### config.mk
export PLATFORM = sky130hd
export DESIGN_NAME = debug_display
export DESIGN_NICKNAME = d
export VERILOG_FILES = /design/src/rtl/debug_display.sv
export SDC_FILE = /design/constraint.sdc
export NUM_CORES = 1
export LEC_CHECK = 0
export CORE_MARGIN = 2
export CORE_UTILIZATION = 53
export CTS_BUF_LIST = sky130_fd_sc_hd__clkbuf_4 sky130_fd_sc_hd__clkbuf_8
export DETAILED_ROUTE_END_ITERATION = 6
export GPL_ROUTABILITY_DRIVEN = 0
export PLACE_DENSITY_LB_ADDON = 0.2
export SYNTH_ARGS = -nofsm -noshare
export SYNTH_HDL_FRONTEND = slang
export SYNTH_SLANG_ARGS = --single-unit
### constraint.sdc
create_clock -name clk -period 2.4 [get_ports clk]
set_input_delay 0.36 -clock clk [delete_from_list [all_inputs] [get_ports clk]]
set_output_delay 0.36 -clock clk [all_outputs]
set_load 0.03 [all_outputs]
### src/rtl/debug_display.sv
// Four-digit multiplexed 7-segment debug display.
// Shows the debug value in hex, or the mode name for a hold time after a mode change.
module debug_display #(
  parameter int REFRESH_DIV     = 50000,
  parameter int NAME_HOLD_TICKS = 1500
) (
  input  logic        clk,
  input  logic        rst,
  input  logic [3:0]  mode,
  input  logic        showName,
  input  logic        err,
  input  logic [15:0] value,
  output logic [7:0]  seg,
  output logic [3:0]  an
);

  localparam int DW = (REFRESH_DIV > 2) ? $clog2(REFRESH_DIV) : 1;
  localparam int TW = $clog2(NAME_HOLD_TICKS + 1);
  localparam logic [DW-1:0] DIV_MAX = DW'(REFRESH_DIV - 1);
  localparam logic [TW-1:0] HOLD    = TW'(NAME_HOLD_TICKS);

  localparam logic [4:0] C_D    = 5'd13;
  localparam logic [4:0] C_E    = 5'd14;
  localparam logic [4:0] C_DASH = 5'd16;
  localparam logic [4:0] C_R    = 5'd17;

  logic [DW-1:0] div;
  logic [1:0]    dig;
  logic [15:0]   valSnap;
  logic [3:0]    modePrev;
  logic          errPrev;
  logic [TW-1:0] nameTmr;
  logic [TW-1:0] errTmr;

  logic          tick;
  logic          nameMode;
  logic          badMode;
  logic [3:0]    units;
  logic [3:0]    nib;
  logic [4:0]    chr;
  logic          dp;

  function automatic logic [6:0] glyph(input logic [4:0] c);
    logic [6:0] g;
    case (c)
      5'd0:    g = 7'h3F;
      5'd1:    g = 7'h06;
      5'd2:    g = 7'h5B;
      5'd3:    g = 7'h4F;
      5'd4:    g = 7'h66;
      5'd5:    g = 7'h6D;
      5'd6:    g = 7'h7D;
      5'd7:    g = 7'h07;
      5'd8:    g = 7'h7F;
      5'd9:    g = 7'h6F;
      5'd10:   g = 7'h77;
      5'd11:   g = 7'h7C;
      5'd12:   g = 7'h39;
      5'd13:   g = 7'h5E;
      5'd14:   g = 7'h79;
      5'd15:   g = 7'h71;
      5'd16:   g = 7'h40;
      5'd17:   g = 7'h50;
      default: g = 7'h00;
    endcase
    return g;
  endfunction

  assign tick = (div == DIV_MAX);

  always_ff @(posedge clk) begin
    if (rst) begin
      div     <= '0;
      dig     <= '0;
      valSnap <= '0;
    end else begin
      div <= tick ? '0 : div + DW'(1);
      if (tick) dig <= dig + 2'd1;
      if (tick && dig == 2'd3) valSnap <= value;
    end
  end

  // A fresh event reload takes priority over a same-cycle tick decrement.
  always_ff @(posedge clk) begin
    if (rst) begin
      modePrev <= '0;
      errPrev  <= 1'b0;
      nameTmr  <= '0;
      errTmr   <= '0;
    end else begin
      modePrev <= mode;
      errPrev  <= err;
      if (mode != modePrev)
        nameTmr <= HOLD;
      else if (tick && nameTmr != '0)
        nameTmr <= nameTmr - TW'(1);
      if (err && !errPrev)
        errTmr <= HOLD;
      else if (tick && errTmr != '0)
        errTmr <= errTmr - TW'(1);
    end
  end

  assign nameMode = showName || (nameTmr != '0);
  assign badMode  = (mode > 4'd10);
  assign units    = (mode >= 4'd10) ? mode - 4'd10 : mode;
  assign nib      = valSnap[{dig, 2'b00} +: 4];
  assign dp       = (dig == 2'd0) && (errTmr != '0);

  always_comb begin
    chr = {1'b0, nib};
    if (nameMode) begin
      unique case (dig)
        2'd3: chr = C_D;
        2'd2: chr = C_DASH;
        2'd1: chr = badMode ? C_E :
                    (mode >= 4'd10) ? 5'd1 : 5'd0;
        2'd0: chr = badMode ? C_R : {1'b0, units};
      endcase
    end
  end

  always_ff @(posedge clk) begin
    if (rst) begin
      seg <= 8'hFF;
      an  <= 4'hF;
    end else begin
      seg <= ~{dp, glyph(chr)};
      an  <= ~(4'b0001 << dig);
    end
  end

endmodule

======== Word-level counts from Yosys, hierarchy flattened ========
Memories as Yosys holds them, arrays and structs flattened.
Cells that the tools add are included.
word-level totals
  register bits ........................... 73
  bits in read-only memories .............. 224
  input bits .............................. 24
  output and inout port bits .............. 12
  word-level logic and storage cells ...... 54
  memories ................................ 1
memories
  memory           depth  bits a word  read ports  clocked after memory_dff  write ports  line  source
  (no name shown)  32     7            1           0                         0            45    case (c)
operators by class
  add/sub/neg operators ................... 5
  magnitude comparators ................... 2
  equality and inequality tests ........... 5
  shift-type cells ........................ 2
  mux-type cells .......................... 11
  bitwise operators ....................... 2
  reduce and logical (&&, ||, !) cells .... 15
operator list
  cell                                                      number
  two-way mux 11 bit                                        4
  nonzero test 11 bit                                       2
  subtractor 11 x 1 -> 11 bit, second input constant        2
  one-hot mux 5 bit (4 select lines)                        1
  adder 16 x 1 -> 16 bit, second input constant             1
  == test 16 bit, second input constant                     1
  variable part select 16 x 5 -> 4 bit                      1
  two-way mux 5 bit                                         2
  two-way mux 4 bit                                         2
  inverter 8 bit                                            1
  two-way mux 7 bit                                         1
  OR reduction 2 bit                                        3
  logical AND 1 bit                                         5
  == test 2 bit, second input constant                      2
  greater-or-equal comparator 4 bit, second input constant  1
  greater-than comparator 4 bit, second input constant      1
  inequality test 4 bit                                     1
  inverter 4 bit                                            1
  nonzero test 2 bit                                        2
  << shifter 1 x 2 -> 4 bit, first input constant           1
  subtractor 4 bit, second input constant                   1
  adder 2 x 1 -> 2 bit, second input constant               1
  == test 2 x 1 -> 1 bit, second input constant             1
  zero test 2 bit                                           1
  other kinds (3)                                           3

======== Depth between registers and ports, before layout ========
An unclocked memory read counts as a cell.
  word-level depth ........................ 8
  gate-level depth with buffers ........... 12
  mapped depth without buffers ............ 11

======== Least setup slack after synthesis ========
No wires, ideal clock.
  path type ............................... register to register
  start point ............................. register dig[1]
  end point ............................... register seg[3]
  arrival ................................. 2.534 ns
  data required time ...................... 2.269 ns
  path slack .............................. -0.265 ns
  stages on the path, launching flop included .. 13
  path buffers ............................ 1
  clock period less this slack ............ 2.665 ns
  cell sequence ........................... dfxtp_1 -> clkbuf_1 -> inv_1 -> ha_1 -> and2_1 -> a21oi_1 -> o32ai_1 -> mux2i_1 -> inv_1 -> ha_1 -> a2111o_1 -> a31oi_1 -> a31oi_1
on the way
  cells in the longest elaborated chain, start to end .. 6
  elaborated cells on any way between the ends .. 10
  those cells by class .................... eq/ne (3); shift (1); mux (3); bitwise (1); reduce/logical (1); memory (1)
ends and longest elaborated chain
  element                                                                       line  source
  start: declaration                                                            28    logic [1:0] dig;
  start signal: assignment                                                      78    if (tick) dig <= dig + 2'd1;
  branches (longest 2 deep; another with variable part select 16 x 5 -> 4 bit)  n/a
  two-way mux 5 bit *                                                           112   if (nameMode) begin
  memory read (32 x 7 bit) *                                                    n/a
  two-way mux 7 bit *                                                           124   if (rst) begin
  inverter 8 bit *                                                              128   seg <= ~{dp, glyph(chr)};
  end signal: assignment                                                        128
  end: declaration                                                              13    output logic [7:0] seg,
Every way passes the cells marked *. The select of a mux whose other input is x is not followed.
A chain may end at the register's enable or synchronous reset.

======== Final worst setup path ========
  start point ............................. register errTmr[4]
  end point ............................... register errTmr[3]
on the way
  cells in the longest elaborated chain, start to end .. 3
ends and longest elaborated chain
  element                       line  source
  start: declaration            33    logic [TW-1:0] errTmr;
  start signal: assignment      100   errTmr <= errTmr - TW'(1);
  nonzero test 11 bit           99    else if (tick && errTmr != '0)
  logical AND 1 bit             99
  nonzero test 2 bit (no line)  n/a
Every way passes these cells.

==> results.toml <==
[synthesis]
ys_seq_elements = 73
synth_top_family_by_area = "simple AND/OR/NAND/NOR gates"
synth_simple_gate_area_share_pct = 21.1
ys_warn_count = 0
async_flop_share_pct = 0
synth_compound_area_share_pct = 10.4
synthesis.nets = 414
synth_ff_type = "dfxtp_1"
netlist_instances = 377
synth.distinct_cells = 53
yosys.area.top_type = "dfxtp_1"
netlist_area_um2 = 3440
muxShareOfSynthArea_pct = 8.43
synth-adder-area-share_pct = 4.72
ys_seq_area_share_pct = 42.4
synth_area_leaders = "dfxtp_1, nor2_1, mux2i_1, xnor2_1, ha_1"
synth.avg_cell_area_um2 = 9.14
yosys.area_share.xor_xnor_pct = 8.90
synth-edff-count = 0
synth_top_area_share_pct = 42.4

[clock_tree]
cts_tree = "yes"
ctsHtreeMaxLevel = 3
clk_pin_slew_ps = 70
cts_sinks = 73
root_buffer = "clkbuf_8"
clk-insertion-delay-late_ps = 340
clockBufferDepth = 2
numCtsBuffers = 9

[setup_path]
worstPathMaxFanout = 4
cp-end-kind = "register"
crit_slowest_cell = "or4_1"
cpPeakStageDelay_ps = 560
crit_required_ps = 2610
cp.arrival_ps = 2490
critPathLaunchType = "register"
cp_cell_sequence = "or4_1 > or3_4 > o41ai_4 > buf_4 > nor2_1 > xnor2_1 > a21oi_1"
crit_type = "reg2reg"

[drt]
dr_wl_met3_um = 242
vias = 2768
wl_met2_um = 3480
drtIter0Drc = 130
ant_nets = 0
vias_per_cell = 5.34
first_pass_iters = 4
drc_errors = 0
top_layer_used = "met4"
wl_per_cell_um = 13.3
wl_met1_um = 3090
routed_wl_um = 6870

[floorplanning]
core_area_um2 = 6310
die_width_um = 84.6
rows = 29
die_y_um = 84.6
start_util_pct = 54.6
die_area_um2 = 7160
io_pins = 36

[final_layout]
fin_nets = 473
nFillCells = 511
design_area_um2 = 4260
layout.area.seq_um2 = 1460
multi_input_area_um2 = 1880
syn2layout_area_growth_pct = 23.7
drive_gt1_share_pct = 14.3
antennaDiodeCount = 0

[sta]
max-slew-margin-rel_pct = 69.2
fmax_mhz = 439
fin_crit_ps = 2280
worstMarginPinSlew_ps = 458
drv_slew = 0
finalSetupTns_ps = 0
hold_viol = 0
fin_skew_ps = 6.32
fin_crit_sh_pct = 94.9
setup_viol = 0

[power]
ir_drop_mv = 0.373
p_leak_nw = 1.75
power.density_nw_per_um2 = 566

[global_routing]
grtUsageTotal_pct = 20.3
grt_max_degree = 19
grt_first_pass_wirelength_um = 11800
grt_pass1_vias = 2681
antenna_found_initial = 0
gr-total-overflow = 0

[placed_design]
hpwl_um = 5030
place_area_um2 = 4040
port_buffers = 35

[worst_hold_path]
hp-class = "reg2reg"

[flow_run]
cap_violations = 0

[status]
outcome = "finished clean"
[cell usage in the layout (no fill, tap or decap), types with 4 or more instances in the layout]
cell | Yosys | final
nor4_1 | 6 | 6
a21oi_1 | 22 | 22
nand2b_1 | 10 | 10
clkbuf_8 | 0 | 10
or3_1 | 4 | 4
inv_1 | 15 | 13
nand2_1 | 19 | 19
dfxtp_1 | 73 | 73
clkdlybuf4s50_1 | 0 | 35
xnor2_1 | 22 | 22
a31oi_1 | 4 | 4
clkinvlp_4 | 0 | 4
buf_4 | 0 | 32
ha_1 | 13 | 13
nor3_1 | 11 | 11
nor2b_1 | 6 | 6
nor2_1 | 57 | 57
xor2_1 | 13 | 13
mux4_2 | 4 | 4
o21ai_0 | 4 | 4
nand4_1 | 5 | 5
nand3_1 | 10 | 10
mux2i_1 | 20 | 18
[worst max-delay path, delay by kind of cell (launching register included)]
kind | cells | cell delay (ps)
buf+inv | 1 | 180
flops | 1 | 330
compound gates | 2 | 490
xor+xnor | 1 | 150
simple gates | 3 | 1000
[per-layer routing]
metal / vias to the layer above / track usage (%)
li1: 1418 / -
met2: 46 / 34.1
met1: 1298 / 24.6
met5: - / 0
met3: 6 / 4.62
met4: 0 / 9.52
[state kept, by name, indices dropped and copies added, names as in the netlist]
signal and count:
modePrev 4, errTmr 11, nameTmr 11, dig 2, div 16, an 4
seg 8, valSnap 16, errPrev 1
[Yosys cell counts (3+ instances only)]
library cell  count
nand2_1          19
inv_1            15
ha_1             13
nand4_1           5
nand3_1          10
nand2b_1         10
nor2_1           57
dfxtp_1          73
clkbuf_1         13
a31oi_1           4
o21ai_0           4
xor2_1           13
xnor2_1          22
mux4_2            4
buf_2             4
mux2i_1          20
nor2b_1           6
nor3_1           11
or3_1             4
nor4_1            6
a21oi_1          22
and3_1            3
[where the power goes]
group / switching (W) / leakage [nW] / internal (W)
registers: 0.0000255 / 0.598 / 0.00125
clock network: 0.000457 / 0.0805 / 0.000402
logic: 0.000141 / 1.07 / 0.000138
[area by class of cell]
class	count	share of cell area, %
Multi-Input combinational cell	270	44.0
Clock buffer	10	3.23
Clock inverter	6	1.03
Inverter	15	1.32
Tap cell	77	2.26
Sequential cell	73	34.3
Timing Repair Buffer	67	13.9
[path summary, 6_finish.rpt]
path / cells past startpoint / end / start / slack (ps)
min reg2reg: 1 / div[0] / div[0] / 470
max reg2reg: 7 / errTmr[3] / errTmr[4] / 120
min: 1 / div[0] / div[0] / 470
max: 7 / errTmr[3] / errTmr[4] / 120
[kinds of logic after synthesis]
logic type                 after synthesis
and+or+nand+nor                        146
AOI/OAI and AO/OA                       52
adders and majority gates               13
buffers and inverters                   34
xor gates and xnor gates                35
DFF                                     73
muxes                                   24
[through the flow]
step	instances	setup WS, ps	total power [W]	hold slack, ps	utilization (%)
finish	518	122	0.00241	474	67.5
global route	518	-25.7	0.00252	507	67.5
CTS	516	55.8	0.00244	473	67.0
detailed placement	499	-117	0.00158	455	64.1
global placement	499	-10.9	0.00157	447	64.1
floorplan	377	6.59	0.00146	430	-
[what timing repair did]
action,in CTS,in global routing
cloned,0,0
setup buffers,1,2
endpoints found under the setup margin,2,9
pin swaps,0,1
hold buffers,0,0
gates resized for setup,0,4
(Power assumes the default switching activity.)
